[src/rtl/dmem_arbiter.sv]
// dmem_arbiter: round-robin two-port arbiter and sequencer in front of data_mem.
// Optional misaligned-access rejection under `DMEM_ARB_MISALIGN_CHECK_EN.
//
// Ports:
//   clk, rst_n                        clock, synchronous active-low reset
//   a_req/a_we/a_nb/a_addr/a_wdata    requester A (pipeline MEM stage)
//   a_gnt/a_rvalid/a_rdata/a_err      A grant pulse, completion pulse, data, reject
//   b_*                               same set for requester B (loader/DMA/debug)
//   mem_rd/mem_wr/mem_nb/mem_addr     data_mem strobes, size code, address
//   mem_wdata/mem_rdata               data_mem write and read data
//   busy                              sequencer not idle
module dmem_arbiter #(
  parameter int AW      = 32,
  parameter int DW      = 32,
  parameter int ACC_CYC = 1
) (
  input  logic          clk,
  input  logic          rst_n,
  input  logic          a_req,
  input  logic          a_we,
  input  logic [2:0]    a_nb,
  input  logic [AW-1:0] a_addr,
  input  logic [DW-1:0] a_wdata,
  output logic          a_gnt,
  output logic          a_rvalid,
  output logic [DW-1:0] a_rdata,
  output logic          a_err,
  input  logic          b_req,
  input  logic          b_we,
  input  logic [2:0]    b_nb,
  input  logic [AW-1:0] b_addr,
  input  logic [DW-1:0] b_wdata,
  output logic          b_gnt,
  output logic          b_rvalid,
  output logic [DW-1:0] b_rdata,
  output logic          b_err,
  output logic          mem_rd,
  output logic          mem_wr,
  output logic [2:0]    mem_nb,
  output logic [AW-1:0] mem_addr,
  output logic [DW-1:0] mem_wdata,
  input  logic [DW-1:0] mem_rdata,
  output logic          busy
);

  localparam int CW = (ACC_CYC > 1) ? $clog2(ACC_CYC) : 1;

  typedef enum logic [1:0] {
    IDLE   = 2'd0,
    ACCESS = 2'd1,
    RESP   = 2'd2
  } state_t;

  state_t        state_q, state_d;
  logic          rr_q, rr_d;
  logic          sel_q, sel_d;
  logic          we_q, we_d;
  logic          err_q, err_d;
  logic [CW-1:0] cnt_q, cnt_d;

  logic          rd_d, wr_d;
  logic [2:0]    nb_d;
  logic [AW-1:0] addr_d;
  logic [DW-1:0] wdata_d;
  logic          a_gnt_d, b_gnt_d;
  logic          a_rv_d, b_rv_d;
  logic          a_err_d, b_err_d;
  logic [DW-1:0] a_rdata_d, b_rdata_d;
  logic [DW-1:0] resp_data;
  logic          win_b;
  logic          bad;

`ifdef DMEM_ARB_MISALIGN_CHECK_EN
  function automatic logic misaligned(
    input logic [2:0] nb,
    input logic [1:0] lo
  );
    logic m;
    m = 1'b1;
    case (nb)
      3'b000, 3'b100: m = 1'b0;
      3'b001, 3'b101: m = lo[0];
      3'b010:         m = |lo;
      default:        m = 1'b1;
    endcase
    return m;
  endfunction
`endif

  // Load data is taken at the last ACCESS edge; stores
  // and rejected requests return zero.
  assign resp_data = (we_q || err_q) ? '0 : mem_rdata;
  assign busy      = (state_q != IDLE);

  always_comb begin
    state_d   = state_q;
    rr_d      = rr_q;
    sel_d     = sel_q;
    we_d      = we_q;
    err_d     = err_q;
    cnt_d     = cnt_q;
    nb_d      = mem_nb;
    addr_d    = mem_addr;
    wdata_d   = mem_wdata;
    rd_d      = 1'b0;
    wr_d      = 1'b0;
    a_gnt_d   = 1'b0;
    b_gnt_d   = 1'b0;
    a_rv_d    = 1'b0;
    b_rv_d    = 1'b0;
    a_err_d   = 1'b0;
    b_err_d   = 1'b0;
    a_rdata_d = '0;
    b_rdata_d = '0;
    win_b     = 1'b0;
    bad       = 1'b0;
    case (state_q)
      IDLE: begin
        if (a_req || b_req) begin
          win_b   = b_req && (!a_req || rr_q);
          sel_d   = win_b;
          rr_d    = ~win_b;
          we_d    = win_b ? b_we    : a_we;
          nb_d    = win_b ? b_nb    : a_nb;
          addr_d  = win_b ? b_addr  : a_addr;
          wdata_d = win_b ? b_wdata : a_wdata;
          a_gnt_d = ~win_b;
          b_gnt_d = win_b;
`ifdef DMEM_ARB_MISALIGN_CHECK_EN
          bad = misaligned(nb_d, addr_d[1:0]);
`endif
          err_d   = bad;
          state_d = ACCESS;
          // A rejected request spends a single
          // strobe-free cycle here before RESP.
          cnt_d   = bad ? '0 : CW'(ACC_CYC - 1);
          rd_d    = ~bad & ~we_d;
          wr_d    = ~bad & we_d;
        end
      end
      ACCESS: begin
        if (cnt_q != '0) begin
          cnt_d = cnt_q - CW'(1);
          rd_d  = ~err_q & ~we_q;
          wr_d  = ~err_q & we_q;
        end else begin
          state_d = RESP;
          if (sel_q) begin
            b_rv_d    = 1'b1;
            b_err_d   = err_q;
            b_rdata_d = resp_data;
          end else begin
            a_rv_d    = 1'b1;
            a_err_d   = err_q;
            a_rdata_d = resp_data;
          end
        end
      end
      RESP: begin
        state_d = IDLE;
      end
      default: begin
        state_d = IDLE;
      end
    endcase
  end

  always_ff @(posedge clk) begin
    if (!rst_n) begin
      state_q   <= IDLE;
      rr_q      <= 1'b0;
      sel_q     <= 1'b0;
      we_q      <= 1'b0;
      err_q     <= 1'b0;
      cnt_q     <= '0;
      mem_rd    <= 1'b0;
      mem_wr    <= 1'b0;
      mem_nb    <= '0;
      mem_addr  <= '0;
      mem_wdata <= '0;
      a_gnt     <= 1'b0;
      b_gnt     <= 1'b0;
      a_rvalid  <= 1'b0;
      b_rvalid  <= 1'b0;
      a_err     <= 1'b0;
      b_err     <= 1'b0;
      a_rdata   <= '0;
      b_rdata   <= '0;
    end else begin
      state_q   <= state_d;
      rr_q      <= rr_d;
      sel_q     <= sel_d;
      we_q      <= we_d;
      err_q     <= err_d;
      cnt_q     <= cnt_d;
      mem_rd    <= rd_d;
      mem_wr    <= wr_d;
      mem_nb    <= nb_d;
      mem_addr  <= addr_d;
      mem_wdata <= wdata_d;
      a_gnt     <= a_gnt_d;
      b_gnt     <= b_gnt_d;
      a_rvalid  <= a_rv_d;
      b_rvalid  <= b_rv_d;
      a_err     <= a_err_d;
      b_err     <= b_err_d;
      a_rdata   <= a_rdata_d;
      b_rdata   <= b_rdata_d;
    end
  end

endmodule

[config.mk]
export PLATFORM = sky130hd
export DESIGN_NAME = dmem_arbiter
export DESIGN_NICKNAME = d
export VERILOG_FILES = /design/src/rtl/dmem_arbiter.sv
export SDC_FILE = /design/constraint.sdc
export NUM_CORES = 1
export LEC_CHECK = 0
export ABC_AREA = 1
export CAP_MARGIN = 20
export CORE_AREA = 2 2 120 122
export CTS_CLUSTER_SIZE = 24
export DETAILED_ROUTE_END_ITERATION = 16
export DIE_AREA = 0 0 122 124
export PLACE_DENSITY = 0.94
export RECOVER_POWER = 25
export SLEW_MARGIN = 15
export SYNTH_ARGS = -nofsm -noshare
export SYNTH_HDL_FRONTEND = slang
export SYNTH_SLANG_ARGS = --single-unit
[constraint.sdc]
create_clock -name clk -period 3.79 [get_ports clk]
set_input_delay 0.758 -clock clk [delete_from_list [all_inputs] [get_ports clk]]
set_output_delay 0.758 -clock clk [all_outputs]
set_load 0.03 [all_outputs]
; ---- Yosys cells after proc, flatten, opt, wreduce, memory -nomap -nowiden
; Cells that the tools add are included.
[classes]
eq_ne = 3
div = 0
add_sub_neg = 1
muxes = 19
mul = 0
bitwise = 6
reduce_logical = 14
shifts = 0
order_cmp = 0
[op_table]
columns = op, n
row1 = $mux 32, 3
row2 = $mux 1, 9
row3 = $reduce_or 4->1, 2
row4 = $not 1->1, 6
row5 = $pmux 1 s2, 3
row6 = $reduce_and 2->1, 3
row7 = $mux 2, 2
row8 = $ne 2x2->1 const B, 2
row9 = $pmux 2 s2, 1
row10 = $reduce_bool 2->1, 2
row11 = $mux 3, 1
row12 = $reduce_and 3->1, 1
row13 = $reduce_or 3->1, 1
row14 = $eq 2x1->1 const B, 1
row15 = $logic_not 2->1, 1
row16 = $logic_or 1x1->1, 2
row17 = $logic_and 1x1->1, 1
row18 = $logic_not 1->1, 1
row19 = $sub 1x1->1 const B, 1
[word_totals]
rom_bits = 0
register_bits = 143
mem_bits_rw = 0
latch_bits = 0
elab_cells = 59
n_memories = 0

; ---- Longest topological paths before layout
[depth]
depth_word = 7
ltp_mapped = 9
mapped_depth_nobuf = 8

; ---- Least setup slack after synthesis
; OpenSTA, ideal clock, no wires.
[synth_path]
path_kind = input port to flip-flop
from = input port b_req
to = register mem_wdata[18]
path_stages = 9
t_required_ps = 3680
path_slack_ps = 2069
setup_time_ps = 110
arrival_time_ps = 1611
path_cell_list = buf_4 -> nor2_1 -> nor2_2 -> buf_4 -> buf_2 -> nand3_1 -> nand3_1 -> nand2_1 -> inv_1
[synth_via]
elab_chain_len = 2
word_cells_on_any_way = 4
cone_classes = mux: 1 / reduce/logical: 3
[synth_rtl]
columns = item, line
row1 = "start, declared", 28  ; input logic b_req,
row2 = $logic_and 1x1->1 / $logic_or 1x1->1 (equally long branches), "120, 119"
row3 = $mux 32 / $reduce_and 2->1 (equally long branches), n/a
row4 = "end signal, assigned", 200  ; mem_wdata <= wdata_d;
row5 = "end, declared", 41  ; output logic [DW-1:0] mem_wdata,
; Parallel ways exist; a longest one is shown, timed or not.
; A chain may end at the register's enable or synchronous reset.

==> metrics <==
status finished with violations; violated checks max-capacitance violations, max-slew violations; net total in the final layout 1185; most frequent cells in the layout 307 x clkdlybuf4s50_1, 189 x nand2_1, 141 x dfxtp_1, 120 x nand3_1, 93 x inv_1; DRC Markers 0; Clock Path Buffers 2; endpoints failing setup 0; Starting Density 41.34%; antenna violations before repair 1; I/O Buffers 309; Die Y-Extent 124 µm; fin crit share 77.23%; layout overhead on the synthesized area 62.54%; Avg Synthesized Cell Area 7.696 µm²; Iteration-0 DRC Markers 398; Fin Setup TNS 0 ns; Leakage 0.004216 µW; Max Cap Viol 1; Async SR Flop Fraction 0%; Post-Syn Area 0.005672 mm²; largest net degree at the start of global routing 73; kind of end point of the critical path flip-flop; wire per inst 16.15 µm; number of flops mapped to enable cells by yosys 0; H-tree Lvls 4; synth top area cells dfxtp_1 50%, nand2_1 13%, nand3_1 11%; post-cts gate resize count 0; Reg clk slew, reported paths 0.06 ns; Seq/Total Area, Yosys 50.12%; register bit total from synthesis 142; synth warn 0; I/O pins 312; placed cell area 0.008787 mm²; FMAX 0.3416 GHz; first-pass GRT wire length 29150 µm; CTS tree built; worst path required time 4.14 ns; drt pass-1 iters 5; all-layer global routing usage 25.03%; Hold Buf Count CTS 0; CP Class input pin to flip-flop; minimum clock period 2.927 ns; Pwr Density 457.2 mW/mm²; Worst slew margin -3.544%; total detailed-routing wirelength 19470 µm; crit start category input pin; Placer Congestion 0.8110; Clock Latency Late Sink 0.42 ns; Hold Vio Cnt, Final 0; remaining antenna violation count 0; commonest non-fill, non-tap cell in the layout clkdlybuf4s50_1; Die Area 0.01513 mm²; vias in the first global route 5807; worst vdd ir 0.0002675 V; Root Driver clkbuf_16; Hold Path Class flip-flop to flip-flop; final global-route overflow total 0; slew at the pin closest to its max-slew limit 1.553 ns; cell row count 43; Via density 5.028; Mapped Cells 737; largest area contributor in the netlist dfxtp_1; TritonCTS Buffers 17; Post-CTS Setup Repair Bufs 0; Top FF cell, synth dfxtp_1; Setup Skew 0.01417 ns; layout cells sized above 1 4.780%; die width 122 µm; DPL Wire Length 13600 µm; Yosys cell types 21; fin. max-slew vios 73; post-synth top area share 50.12%; clk sinks 142; core area 0.01372 mm²; worst-path fanout max 72; Final Instance Area 0.009219 mm²; Arrival @ worst endpoint 3.27 ns; RSZ-0062 raised after global routing false; Vias 6064
-- report_power, final --
part / switching (µW) / leakage [µW] / internal (µW) / total, µW
combinational: 533 / 0.00277 / 413 / 946
clock: 650 / 0.000281 / 968 / 1620
sequential: 61.2 / 0.00116 / 1590 / 1650
total: 1240 / 0.00422 / 2970 / 4210
-- state kept, by name, summed over array words and instances (netlist names) --
name	flops
a_rdata	32
b_rdata	32
mem_addr	32
mem_wdata	32
mem_nb	3
state_q	2
a_gnt	1
a_rvalid	1
b_gnt	1
b_rvalid	1
mem_rd	1
mem_wr	1
rr_q	1
sel_q	1
we_q	1
-- worst max-delay path, stage by stage --
cell and delay, ns:
clkbuf_1 0.13, clkbuf_2 1.16, nand2_1 0.36, nor2_2 0.62, nand2_1 0.11, nand2_1 0.11
-- worst paths after layout --
kind                            startpoint             to  slack (ns)  depth (start not counted)
worst min-delay path                  rr_q           rr_q        0.52                          2
worst max-delay path                 rst_n  mem_wdata[10]        0.86                          6
worst max register to register  state_q[1]    b_rdata[18]        1.75                          6
worst min register to register        rr_q           rr_q        0.52                          2
-- Yosys cell counts, types with 3 or more instances --
master / count
buf_6: 3
buf_2: 17
nor2_2: 3
nand3_1: 120
inv_1: 92
nor3_1: 35
buf_4: 7
nor3_2: 29
clkbuf_1: 27
nand2_1: 189
nand4_1: 51
nor2_1: 7
buf_1: 8
dfxtp_1: 142
-- through the flow --
step | setup slack, ns | power [µW] | cells | util, % | hold WS (ns)
global placement | 1.078 | 2611 | 1173 | 63.94 | 0.4837
detailed placement | 1.007 | 2631 | 1174 | 64.05 | 0.5032
CTS | 1.253 | 4251 | 1205 | 68.20 | 0.5150
floorplan | 2.069 | 2183 | 738 | - | 0.4374
global route | 0.6713 | 4381 | 1206 | 67.20 | 0.5349
finish | 0.8628 | 4215 | 1206 | 67.20 | 0.5216
-- logic make-up after synthesis --
kind of cell | Yosys count | synth area share (%)
compound gates | 3 | 0.3750
buf+inv | 155 | 11.49
flops | 142 | 50.12
other cells | 1 | 0.06612
simple gates | 436 | 37.94
-- cell type report --
type	instances	area [µm²]
Clock inverter	13	140.1
Fill cell	1058	4501
Timing Repair Buffer	318	3156
Clock buffer	18	429.2
Sequential cell	142	2844
Multi-Input combinational cell	441	2073
Inverter	93	349.1
Tap cell	180	225.2
Antenna cell	1	2.502
-- metal layers --
metal | track usage (%) | share of wire [%]
met4 | 13.72 | 3.5
met3 | 9.112 | 10
met5 | 0 | 0
met2 | 43.37 | 50
met1 | 26.51 | 37
(Power assumes the default switching activity.)
